File: config.mk
export PLATFORM = sky130hd
export DESIGN_NAME = qc_ldpc_row_accumulator
export DESIGN_NICKNAME = d
export VERILOG_FILES = /design/src/rtl/qc_ldpc_pkg.sv /design/src/rtl/qc_ldpc_row_fifo.sv /design/src/rtl/qc_ldpc_row_accumulator.sv
export SDC_FILE = /design/constraint.sdc
export NUM_CORES = 1
export LEC_CHECK = 0
export CAP_MARGIN = 20
export CORE_ASPECT_RATIO = 1.4
export CORE_MARGIN = 2
export CORE_UTILIZATION = 39
export CTS_CLUSTER_DIAMETER = 60
export CTS_CLUSTER_SIZE = 28
export DETAILED_ROUTE_END_ITERATION = 16
export SETUP_SLACK_MARGIN = 0.15
export SLEW_MARGIN = 15
export SYNTH_ARGS = -nofsm -noshare
export SYNTH_HDL_FRONTEND = slang
export SYNTH_SLANG_ARGS = --single-unit
File: constraint.sdc
create_clock -name CLK -period 4 [get_ports CLK]
set_input_delay 0.6 -clock CLK [delete_from_list [all_inputs] [get_ports CLK]]
set_output_delay 0.6 -clock CLK [all_outputs]
set_load 0.02 [all_outputs]
File: src/rtl/qc_ldpc_pkg.sv
// -----------------------------------------------------------------------------
// qc_ldpc_pkg
// Shared definitions for the QC-LDPC row accumulator slice.
//   MAXZ_DEF       : default maximum lifting size (equals the shifter width).
//   ZW_DEF         : width of a lifting-size field for MAXZ_DEF.
//   row_entry_t    : one completed row as held in the output FIFO when the
//                    zero-flag option (ROW_ZERO_FLAG_EN) is built in.
//   shift_latency  : pipeline depth of the circular shifter for a given width.
//   z_mask         : MAXZ_DEF-bit mask keeping bits below the effective Z.
// -----------------------------------------------------------------------------
package qc_ldpc_pkg;

    localparam int unsigned MAXZ_DEF = 81;
    localparam int unsigned ZW_DEF   = $clog2(MAXZ_DEF) + 1;

    typedef struct packed {
        logic                zero;
        logic [MAXZ_DEF-1:0] data;
    } row_entry_t;

    // The barrel shifter resolves one shift-amount bit per stage.
    function automatic int unsigned shift_latency(input int unsigned maxz);
        return $clog2(maxz);
    endfunction

    // Bit k is set iff k < Zeff. A lifting size of zero or one beyond the
    // datapath width selects the full width instead of masking everything.
    function automatic logic [MAXZ_DEF-1:0] z_mask(input logic [ZW_DEF-1:0] z,
                                                   input int unsigned      maxz);
        logic [MAXZ_DEF-1:0] m;
        int unsigned         zeff;
        zeff = 32'(z);
        if (zeff == 0 || zeff > maxz) begin
            zeff = maxz;
        end
        for (int unsigned k = 0; k < MAXZ_DEF; k++) begin
            m[k] = (k < zeff);
        end
        return m;
    endfunction

endpackage

File: src/rtl/qc_ldpc_row_fifo.sv
// -----------------------------------------------------------------------------
// qc_ldpc_row_fifo
// Small first-word-fall-through FIFO holding completed row sums.
//   clk_i, rst_i : clock, asynchronous active-high reset (clears pointers)
//   push_i       : write push_data_i this cycle (caller guarantees not full)
//   push_data_i  : entry to store
//   pop_i        : drop the head entry (ignored when empty)
//   valid_o      : head_o holds a valid entry
//   head_o       : oldest entry
//   count_o      : number of stored entries, 0..DEPTH
// DEPTH must be a power of two and at least 2.
// -----------------------------------------------------------------------------
module qc_ldpc_row_fifo #(
    parameter int unsigned WIDTH = 81,
    parameter int unsigned DEPTH = 4
) (
    input  logic                       clk_i,
    input  logic                       rst_i,
    input  logic                       push_i,
    input  logic [WIDTH-1:0]           push_data_i,
    input  logic                       pop_i,
    output logic                       valid_o,
    output logic [WIDTH-1:0]           head_o,
    output logic [$clog2(DEPTH+1)-1:0] count_o
);

    localparam int unsigned AW = $clog2(DEPTH);

    logic [WIDTH-1:0] mem_q [DEPTH];
    logic [AW:0]      wr_ptr_q, wr_ptr_d;
    logic [AW:0]      rd_ptr_q, rd_ptr_d;
    logic             do_pop;

    // Pointers carry one wrap bit so full and empty are distinguishable.
    assign count_o = wr_ptr_q - rd_ptr_q;
    assign valid_o = (wr_ptr_q != rd_ptr_q);
    assign head_o  = mem_q[rd_ptr_q[AW-1:0]];
    assign do_pop  = pop_i & valid_o;

    always_comb begin
        wr_ptr_d = wr_ptr_q;
        rd_ptr_d = rd_ptr_q;
        if (push_i) begin
            wr_ptr_d = wr_ptr_q + (AW+1)'(1);
        end
        if (do_pop) begin
            rd_ptr_d = rd_ptr_q + (AW+1)'(1);
        end
    end

    always_ff @(posedge clk_i or posedge rst_i) begin
        if (rst_i) begin
            wr_ptr_q <= '0;
            rd_ptr_q <= '0;
        end else begin
            wr_ptr_q <= wr_ptr_d;
            rd_ptr_q <= rd_ptr_d;
        end
    end

    // Storage carries no reset; stale entries are never visible past valid_o.
    always_ff @(posedge clk_i) begin
        if (push_i) begin
            mem_q[wr_ptr_q[AW-1:0]] <= push_data_i;
        end
    end

endmodule

File: src/rtl/qc_ldpc_row_accumulator.sv
// -----------------------------------------------------------------------------
// qc_ldpc_row_accumulator
// Follows the pipelined circular shifter. Issue tags ride a delay line equal to
// the shifter latency so each tap lines up with its rotated sub-block; valid
// sub-blocks are masked to the lifting size and XOR-accumulated per base-matrix
// row. Completed rows go to a small output FIFO. Because the shifter cannot
// stall, upstream issue is throttled by a credit count of rows committed but
// not yet popped.
//
// Ports:
//   CLK, rst      : clock, asynchronous active-high reset
//   issue_valid   : a beat enters the shifter this cycle
//   issue_last    : that beat closes its row
//   issue_ready   : beat accepted on issue_valid & issue_ready
//   z_size        : active lifting size (0 or >MAXZ means full width)
//   shifted_data  : shifter output
//   row_data      : FIFO head row sum (zero while row_valid is low)
//   row_valid     : FIFO head valid
//   row_ready     : downstream takes the head
//   row_zero      : head row sum is all-zero (only with ROW_ZERO_FLAG_EN)
//   err_overflow  : sticky, a row carried more than MAX_COLS beats
//
// Build option: define ROW_ZERO_FLAG_EN to add the row_zero output and the
// matching FIFO bit. MAXZ may not exceed qc_ldpc_pkg::MAXZ_DEF.
// -----------------------------------------------------------------------------
module qc_ldpc_row_accumulator
    import qc_ldpc_pkg::*;
#(
    parameter int unsigned MAXZ      = MAXZ_DEF,
    parameter int unsigned SHIFT_LAT = shift_latency(MAXZ),
    parameter int unsigned MAX_COLS  = 24,
    parameter int unsigned OUT_DEPTH = 4
) (
    input  logic                  CLK,
    input  logic                  rst,
    input  logic                  issue_valid,
    input  logic                  issue_last,
    output logic                  issue_ready,
    input  logic [$clog2(MAXZ):0] z_size,
    input  logic [MAXZ-1:0]       shifted_data,
    output logic [MAXZ-1:0]       row_data,
    output logic                  row_valid,
    input  logic                  row_ready,
`ifdef ROW_ZERO_FLAG_EN
    output logic                  row_zero,
`endif
    output logic                  err_overflow
);

    localparam int unsigned CNT_W = $clog2(MAX_COLS + 1);
    localparam int unsigned CRD_W = $clog2(OUT_DEPTH + 1);
`ifdef ROW_ZERO_FLAG_EN
    localparam int unsigned FIFO_W = $bits(row_entry_t);
`else
    localparam int unsigned FIFO_W = MAXZ;
`endif

    logic                 issue_fire;
    logic                 last_fire;
    logic                 row_pop;
    logic [SHIFT_LAT-1:0] tag_valid_q, tag_valid_d;
    logic [SHIFT_LAT-1:0] tag_last_q, tag_last_d;
    logic                 tap_valid;
    logic                 tap_last;
    logic [MAXZ_DEF-1:0]  mask_full;
    logic [MAXZ-1:0]      mask;
    logic [MAXZ-1:0]      masked_data;
    logic [MAXZ-1:0]      acc_q, acc_d;
    logic [MAXZ-1:0]      row_sum;
    logic                 first_beat_q, first_beat_d;
    logic [CNT_W-1:0]     beat_cnt_q, beat_cnt_d;
    logic [CNT_W-1:0]     beat_base;
    logic                 err_q, err_d;
    logic [CRD_W-1:0]     committed_q, committed_d;
    logic                 push_row;
    logic                 fifo_push;
    logic                 fifo_valid;
    logic [FIFO_W-1:0]    fifo_push_data;
    logic [FIFO_W-1:0]    fifo_head;
    logic [CRD_W-1:0]     fifo_count;

    // ---------------------------------------------------------------- credit
    assign issue_ready = (committed_q < CRD_W'(OUT_DEPTH));
    assign issue_fire  = issue_valid & issue_ready;
    assign last_fire   = issue_fire & issue_last;
    assign row_pop     = fifo_valid & row_ready;

    always_comb begin
        committed_d = committed_q;
        if (last_fire && !row_pop) begin
            committed_d = committed_q + CRD_W'(1);
        end else if (!last_fire && row_pop) begin
            committed_d = committed_q - CRD_W'(1);
        end
    end

    // -------------------------------------------------------------- tag line
    for (genvar gi = 0; gi < SHIFT_LAT; gi++) begin : g_tag
        if (gi == 0) begin : g_head
            assign tag_valid_d[gi] = issue_fire;
            assign tag_last_d[gi]  = issue_last;
        end else begin : g_body
            assign tag_valid_d[gi] = tag_valid_q[gi-1];
            assign tag_last_d[gi]  = tag_last_q[gi-1];
        end
    end

    assign tap_valid = tag_valid_q[SHIFT_LAT-1];
    assign tap_last  = tag_last_q[SHIFT_LAT-1];

    // ---------------------------------------------------------- accumulator
    assign mask_full   = z_mask(ZW_DEF'(z_size), MAXZ);
    assign mask        = mask_full[MAXZ-1:0];
    assign masked_data = shifted_data & mask;

    always_comb begin
        row_sum      = (first_beat_q ? '0 : acc_q) ^ masked_data;
        beat_base    = first_beat_q ? '0 : beat_cnt_q;
        acc_d        = acc_q;
        first_beat_d = first_beat_q;
        beat_cnt_d   = beat_cnt_q;
        err_d        = err_q;
        push_row     = 1'b0;
        if (tap_valid) begin
            // Counter saturates; the over-long row is still summed and emitted.
            if (beat_base == CNT_W'(MAX_COLS)) begin
                err_d      = 1'b1;
                beat_cnt_d = CNT_W'(MAX_COLS);
            end else begin
                beat_cnt_d = beat_base + CNT_W'(1);
            end
            if (tap_last) begin
                push_row     = 1'b1;
                acc_d        = '0;
                first_beat_d = 1'b1;
                beat_cnt_d   = '0;
            end else begin
                acc_d        = row_sum;
                first_beat_d = 1'b0;
            end
        end
    end

    always_ff @(posedge CLK or posedge rst) begin
        if (rst) begin
            tag_valid_q  <= '0;
            tag_last_q   <= '0;
            acc_q        <= '0;
            first_beat_q <= 1'b1;
            beat_cnt_q   <= '0;
            err_q        <= 1'b0;
            committed_q  <= '0;
        end else begin
            tag_valid_q  <= tag_valid_d;
            tag_last_q   <= tag_last_d;
            acc_q        <= acc_d;
            first_beat_q <= first_beat_d;
            beat_cnt_q   <= beat_cnt_d;
            err_q        <= err_d;
            committed_q  <= committed_d;
        end
    end

    assign err_overflow = err_q;

    // ------------------------------------------------------------ output FIFO
    // Credits cap rows in flight at OUT_DEPTH, so the full check never fires
    // in normal operation; it only keeps a stray push from corrupting state.
    assign fifo_push = push_row & (fifo_count != CRD_W'(OUT_DEPTH));

`ifdef ROW_ZERO_FLAG_EN
    row_entry_t push_entry;
    row_entry_t head_entry;

    always_comb begin
        push_entry      = '0;
        push_entry.data = row_sum;
        push_entry.zero = ~|row_sum;
    end

    assign fifo_push_data = push_entry;
    assign head_entry     = fifo_head;
    assign row_data       = fifo_valid ? head_entry.data : '0;
    assign row_zero       = fifo_valid & head_entry.zero;
`else
    assign fifo_push_data = row_sum;
    assign row_data       = fifo_valid ? fifo_head : '0;
`endif

    assign row_valid = fifo_valid;

    qc_ldpc_row_fifo #(
        .WIDTH (FIFO_W),
        .DEPTH (OUT_DEPTH)
    ) u_row_fifo (
        .clk_i       (CLK),
        .rst_i       (rst),
        .push_i      (fifo_push),
        .push_data_i (fifo_push_data),
        .pop_i       (row_ready),
        .valid_o     (fifo_valid),
        .head_o      (fifo_head),
        .count_o     (fifo_count)
    );

endmodule
==> results by stage, run 1 <==
Run status:
- The flow ran to the end, and the final reports show no timing, DRC or antenna violations.

Pwr:
- The net switching component of the power is 6.23 mW.
- The share of total power in sequential cells is 37.7%.
- The total power density per cell area is 748 mW/mm².
- The worst-case vdd ir drop is 810 µV.
- In this run the static leakage power is 8.08 nW.
- The clock power share is 18.9%.
- The cell-internal power is 11.0 mW.
- Combinational logic is responsible for 43.4% of the overall power.
- Net switching is 36.1% of the power.
- The total power consumption of the routed design is 17.2 mW.

Synthesis:
- The prevailing post-synth register cell is edfxtp_1.
- The number of nets in the synthesized netlist is 1463.
- The flip-flop and latch count after synthesis is 435.
- The mean cell area of the mapped netlist is 14.3 µm².
- The count of different cell masters after synthesis is 66.
- The part of the Yosys area used for sequential elements is 64.5%.
- Counting flops with an async set or reset pin after synthesis yields a share of 25.5%.
- The cell area after technology mapping is 0.0194 mm².
- In the post-synthesis netlist, the biggest area contributors are edfxtp_1, dfrtp_1, mux4_2.
- Synthesis produced 1358 cells.
- The cell type with the highest aggregate area in the netlist is edfxtp_1.
- The number of flops mapped to enable cells by yosys is 324.
- During synthesis, Yosys emitted a total of 0 warnings.
- The top cell type by area accounts for 50.2% of the synthesized area.

Cells and area:
- The sequential cells in the finished layout cover a total of 0.0125 mm².
- Compared with the post-synthesis result, the final layout area differs by 18.9%.
- Cells with a size suffix above 1 make up 13.0% of the layout.
- The final layout contains 1626 nets.
- The number of inserted filler cells in the final layout is 4393.
- The area used by multi-input combinational logic is 0.00646 mm².
- The number of diodes is 0.

Setup path:
- Of all nets on the critical path, the largest fanout is 83.
- The kind of end point of the critical path is an output port.
- The critical path class is flop to output port.
- The worst setup path is launched from a flop.
- The critical path arrival is 3090 ps.
- The required time at the worst-slack endpoint is 3400 ps.

Floorplan:
- The floorplan die area is 0.0515 mm².
- After floorplanning, the core was sized to cover 0.0490 mm².
- Measured along the x axis, the die boundary spans 192 µm.
- 178 I/O pins were placed.
- The placement row count is 96.
- The die height is 268 µm.
- Once the floorplan was initialized, standard cells occupied 39.5% of the core.

Timing:
- Dividing the final minimum period by the clock period gives 92.1%.
- Static timing analysis puts the maximum clock frequency at 271 MHz.
- The worst setup skew after layout is 29.4 ps.
- The final hold slack is 347 ps.
- The clock period could shrink to 3690 ps.
- Headroom to the max-slew limit came out at 28.9%.
- The post-route setup TNS is 0 ps.
- Setup repair after global routing left no endpoint under its margin.
- Setup violations remaining at the end of the flow were counted as 0.
- The max-slew violation count is 0.
- The transition time of the tightest slew-check pin is 1070 ps.
- The final number of hold-violating endpoints was 0.

Clocking:
- The clock latency at the later pin of the worst-skew pair is 600 ps.
- After clock tree synthesis, the clock-pin slew on the worst setup and hold paths is 90 ps.
- TritonCTS built the clock tree.
- The clock passes through at most 3 buffers.
- After clock tree synthesis, the flow added hold-fix buffers numbering 0.
- The buffer count from post-CTS setup fixing is 0.
- The clock net sink count is 435.
- Gates resized during post-CTS repair numbered 0.
- In this run, CTS created clock tree buffers numbering 27.
- CTS built an H-tree with a depth of 1.
- The clock tree root driver cell is clkbuf_16.

Routing:
- The initial DRC count is 1278.
- Before antenna repair, the detailed router went through 6 iterations.
- The DRC violation count after routing is 0.
- The count of nets left with antenna violations after detail routing is 0.
- After detailed routing, the total wire length is 53.6 mm.
- In the final routed layout, each cell accounts on average for 24.6 µm.
- The total via count after detailed routing is 12300.
- In the routed layout, each cell is associated on average with a via count of 5.63.

Placed design:
- The half-perimeter wire length after detailed placement is 35.5 mm.
- The final weighted congestion in routability-driven placement is 0.815.
- The number of port buffers is 177.

Global routing:
- Entering global routing, the biggest net connects 84 pins.
- Global routing used 20.9% of the available tracks.
- The global-route wire length before repair is 79.1 mm.
- The number of antenna violations at the first check in global routing is 0.
- For this run the aggregate overflow at the end of global routing stands at 0.
- The via count of the first global-routing pass was 12200.

Flow run:
- Max-cap violations in this run came to 0.

Hold path:
- The worst hold path belongs to the class flop to flop.
registers in the layout, summed over array words and instances (netlist names):
name / count
u_row_fifo.mem_q: 324
acc_q: 81
tag_last_q: 7
tag_valid_q: 7
beat_cnt_q: 5
committed_q: 3
u_row_fifo.rd_ptr_q: 3
u_row_fifo.wr_ptr_q: 3
err_overflow: 1
first_beat_q: 1
cell usage after synthesis (all sizes together), types with 15 or more instances:
library cell and instances:
nor2 82, nand3 40, edfxtp 324, o311ai 35, and2 88, a221o 28
o21ai 37, xor2 36, buf 24, o211a 15, nor3 20, nand2 173
and3 20, clkbuf 62, mux4 81, inv 19, xnor2 56, dfrtp 110
cell type report:
class	instances	share of cell area, %
flip-flops and latches	435	54.3
clock inverters	22	1.43
inverters	20	0.337
repair buffers	220	9.52
well taps	637	3.46
multi-input cells	817	28.0
clock buffers	28	2.95
metal layers:
layer / global-route usage, % / share of wire (%)
met4: 6.04 / 2.7
met3: 1.74 / 5.8
met1: 28.7 / 41
met5: 0 / 0
met2: 35.8 / 50
critical path, stage by stage, from the launching register on:
cell	delay (ps)
dfrtp_4	440
buf_12	540
mux4_2	660
and2_1	190
clkdlybuf4s50_1	530
power by group through the flow:
| stage | Combinational (mW) | Clock [mW] | Sequential (mW) |
|---|---|---|---|
| 3_5_place_dp | 7.62 | 0 | 6.60 |
| 2_1_floorplan | 4.77 | 0 | 6.49 |
| 6_report | 7.48 | 3.26 | 6.50 |
| 3_3_place_gp | 7.48 | 0 | 6.55 |
| 5_1_grt | 8.12 | 3.48 | 6.58 |
| 4_1_cts | 7.66 | 3.32 | 6.50 |
final timing paths:
check	from	end	slack (ps)	depth (start not counted)
hold / removal	tag_last_q[1]	tag_last_q[2]	350	0
max in group asynchronous	rst	acc_q[33]	2630	3
setup / recovery	u_row_fifo.rd_ptr_q[0]	row_data[79]	310	4
setup reg to reg	u_row_fifo.rd_ptr_q[0]	u_row_fifo.mem_q[2][57]	1250	6
hold reg to reg	tag_last_q[1]	tag_last_q[2]	350	0
min in group asynchronous	rst	acc_q[57]	500	2
cell families (layout without fill, tap and decap cells):
logic type | count (synthesis) | count (layout) | synth area share, %
muxes | 89 | 89 | 9.84
buffers and inverters | 106 | 290 | 2.26
adders and majority gates | 11 | 11 | 0.749
AOI/OAI and AO/OA | 175 | 175 | 7.46
and+or+nand+nor | 450 | 450 | 11.0
xor gates and xnor gates | 92 | 92 | 4.16
DFF | 435 | 435 | 64.5
placed cells by master (no fill, tap or decap), types with 29 or more instances in the layout:
cell type        count
nor2_1              82
and2_1              84
nand3_1             38
o311ai_0            32
clkdlybuf4s50_1    177
nand2_1            173
mux4_2              81
o21ai_0             29
xnor2_1             56
dfrtp_1            107
buf_4               35
edfxtp_1           324
xor2_1              36
metrics by stage:
| stage | utilization [%] | instances | instance area [µm²] | setup slack (ps) |
|---|---|---|---|---|
| 2_1_floorplan | - | 1358 | 19400 | 471 |
| 3_3_place_gp | 45.0 | 2129 | 22000 | 621 |
| 3_5_place_dp | 45.0 | 2129 | 22000 | 543 |
| 4_1_cts | 47.0 | 2179 | 23100 | 235 |
| 5_1_grt | 47.0 | 2179 | 23100 | 159 |
| 6_report | 47.0 | 2179 | 23100 | 314 |
(Power assumes the default switching activity.)
==> run 2: changes to the inputs <==
--- a/config.mk
+++ b/config.mk
@@ -7,7 +7,7 @@
 export LEC_CHECK = 0
 export CAP_MARGIN = 20
 export CORE_ASPECT_RATIO = 1.4
-export CORE_MARGIN = 2
+export CORE_MARGIN = 4
 export CORE_UTILIZATION = 39
 export CTS_CLUSTER_DIAMETER = 60
 export CTS_CLUSTER_SIZE = 28
==> results by stage, run 2 (synthesis gave the netlist of run 1 again) <==
Placed design:
- The final weighted congestion in routability-driven placement is 0.822 (+0.93%).
- The cell area after placement is 0.0220 mm² (about the same).
- The half-perimeter wire length after detailed placement is 36.0 mm (+1.3%).
- The number of port buffers is 177 (unchanged).
- The pre-CTS setup slack is 508 ps (-34.9 ps).
- The cell total after placement was 2127 (-0.094%).

Routing:
- The total via count after detailed routing was 12100 (-1.0%).
- The detailed-routing iteration count for the pre-antenna-repair pass is 5 (-1).
- The initial DRC count is 1119 (-12%).
- The length of routed met3 wiring is 2.90 mm (-6.6%).
- The sum of routed wire length over all layers is 53.6 mm (about the same).
- The highest metal layer carrying signal wires in the routed design is met5.
- The count of nets left with antenna violations after detail routing came to 0 (unchanged).
- The routed metal-1 wire length is 21.8 mm (-1.0%).
- The average routed wire per standard cell was 24.7 µm (+0.24%).
- The via count normalized by instance count is 5.58 (-0.85%).
- The DRC violation count after routing is 0 (unchanged).
- The wire length on met2 came to 27.3 mm (+0.97%).

Timing:
- The top achievable clock speed was 291 MHz (+7.4%).
- The final worst setup slack was 567 ps (+253 ps).
- The worst setup skew after layout is 17.5 ps (-12.0 ps).
- The post-layout minimum cycle time is 3430 ps (-253 ps).
- The post-route setup TNS is 0 ps (unchanged).
- The final hold slack came to 355 ps (+8.71 ps).
- The worst relative slew slack came to 35.9% (+7.0 points).
- The transition time of the tightest slew-check pin is 962 ps (-104 ps).
- Setup repair after global routing left no endpoint under its margin.
- The max-slew violation count came to 0 (unchanged).
- The share of the cycle needed by the critical path after routing is 85.8% (-6.3 points).
- The number of failing setup endpoints in the final timing report is 0 (unchanged).
- The final number of hold-violating endpoints is 0 (unchanged).

Hold path:
- The worst hold path stage count is 0 (unchanged).
- The start point of the worst min-delay path is tag_valid_q[3].
- The path class of the tightest hold or removal check is flop to flop.

Floorplan:
- The placement row count is 96 (unchanged).
- The starting utilization of the core area is 39.4% (-0.097 points).
- The die height was 272 µm (+1.5%).
- The floorplan die area is 0.0534 mm² (+3.6%).
- The number of top-level design ports is 178 (unchanged).
- The horizontal extent of the die is 196 µm (+2.1%).
- The core box area is 0.0491 mm² (+0.25%).

Cells and area:
- The count of placed standard cells in the final layout, fillers left out came to 2175 (-0.18%).
- From synthesis to final layout, the design area changed by 18.7%.
- The fraction of final layout cells sized beyond drive strength 1 was 12.8% (-0.23 points).
- The library cells used most frequently in the layout, excluding fill and tap cells, are edfxtp_1, clkdlybuf4s50_1, nand2_1.
- The final standard cell area without fillers was 0.0230 mm² (-0.22%).
- The post-layout net count came to 1623 (-0.18%).
- The flip-flop count of the largest register, all copies and words added came to 324 (unchanged).
- The commonest non-fill, non-tap cell in the layout is edfxtp_1.
- The number of diodes is 0 (unchanged).

Run status:
- The flow ran to the end, and the final reports show no timing, DRC or antenna violations.

Setup path:
- STA classifies the critical path startpoint as a flop.
- The critical path arrival came to 2830 ps (-260 ps).
- The peak per-stage delay on the critical path is 570 ps (-90 ps).
- The biggest fanout along the worst timing path is 43 (-48%).
- The launch point of the worst path is u_row_fifo.rd_ptr_q[1].
- The critical path in this run is classified as flop to output port.
- The cell with the largest stage delay on the worst path is buf_4.
- The cell count along the critical path is 4 (unchanged).
- Traced cell by cell, the critical path runs through buf_4 > mux4_2 > and2_1 > clkdlybuf4s50_1.
- The startpoint identified for the worst register-to-register timing path is u_row_fifo.rd_ptr_q[0].
- The worst setup path is captured at an output port.
- Broken down by cell family, the worst path's largest delay share belongs to buffers and inverters.
- The cell count of the worst reg-to-reg path is 6 (unchanged).
- The number of buffers and inverters on the critical path is 2 (unchanged).
- The required time at the worst-slack endpoint is 3400 ps (about the same).

Clocking:
- The tree is rooted in a clkbuf_16.
- The clock latency at the later pin of the worst-skew pair is 570 ps (-30 ps).
- The number of buffers on the longest clock path was 3 (unchanged).
- The clock net sink count is 435 (unchanged).
- The total clock buffers created by CTS is 26 (-3.7%).
- The hold-fix buffer count after cts is 0 (unchanged).
- The clock transition at the registers of the reported paths is 100 ps (about the same).
- The buffer count from post-CTS setup fixing is 0 (unchanged).
- The number of gates resized after cts came to 0 (unchanged).
- The clock tree from TritonCTS is built.
- The number of H-tree levels was 1 (unchanged).

Flow run:
- The max-capacitance violation count is 0 (unchanged).

Global routing:
- The via count of the first global-routing pass is 12300 (+0.84%).
- The total routing usage reported by global routing is 19.6% (-1.3 points).
- The global-route wire length before repair came to 79.3 mm (+0.16%).
- The number of antenna violations at the first check in global routing is 2 (+2).
- The aggregate global routing overflow is 0 (unchanged).
- The largest net degree at the start of global routing is 85 (+1.2%).

Pwr:
- The total leakage power was 8.06 nW (-0.26%).
- The total power density per cell area is 746 mW/mm² (-0.33%).
- The worst-case vdd ir drop came to 617 µV (-24%).
[run 2: changes by cell type in the layout (fill, tap and decap cells not counted)]
cell / before / now
buf_4: 35 / 32
clkinv_4: 0 / 1
buf_12: 8 / 9
bufinv_16: 2 / 1
inv_6: 3 / 2
inv_16: 2 / 3
clkinv_8: 6 / 5
inv_12: 3 / 1
inv_8: 4 / 5
[run 2: path summary, 6_finish.rpt]
path                       slack [ps]                       to
setup / recovery                  570             row_data[18]
hold / removal                    360           tag_valid_q[4]
setup reg to reg                 1110  u_row_fifo.mem_q[3][42]
max in group asynchronous        2490                acc_q[46]
hold reg to reg                   360           tag_valid_q[4]
min in group asynchronous         520           tag_valid_q[5]
[run 2: area by class of cell]
cell class	count	area, µm²
Fill cell	4299	26100
Sequential cell	435	12500
Multi-Input combinational cell	817	6460
Timing Repair Buffer	218	2190
Tap cell	637	797
Clock buffer	28	679
Clock inverter	20	283
Inverter	20	77.6
[run 2: where the power goes]
part | leakage (nW) | total [mW] | internal, mW | switching, mW
Clock | 0.467 | 3.13 | 1.43 | 1.70
Sequential | 4.31 | 6.51 | 6.17 | 0.340
Combinational | 3.28 | 7.51 | 3.36 | 4.15
[run 2: per-layer routing]
metal  global-route usage (%)  vias to the layer above
met1                     26.1                     6252
li1                         -                     5432
met5                        0                        -
met3                     2.38                       78
met4                     5.77                        2
met2                     33.8                      375
[run 2: per-stage QoR]
| stage | power, mW | utilization [%] |
|---|---|---|
| 6_report | 17.1 | 46.8 |
| 5_1_grt | 18.1 | 46.8 |
| 4_1_cts | 17.4 | 46.8 |
| 3_5_place_dp | 14.3 | 44.9 |
| 3_3_place_gp | 14.1 | 44.9 |
| 2_1_floorplan | 11.3 | - |
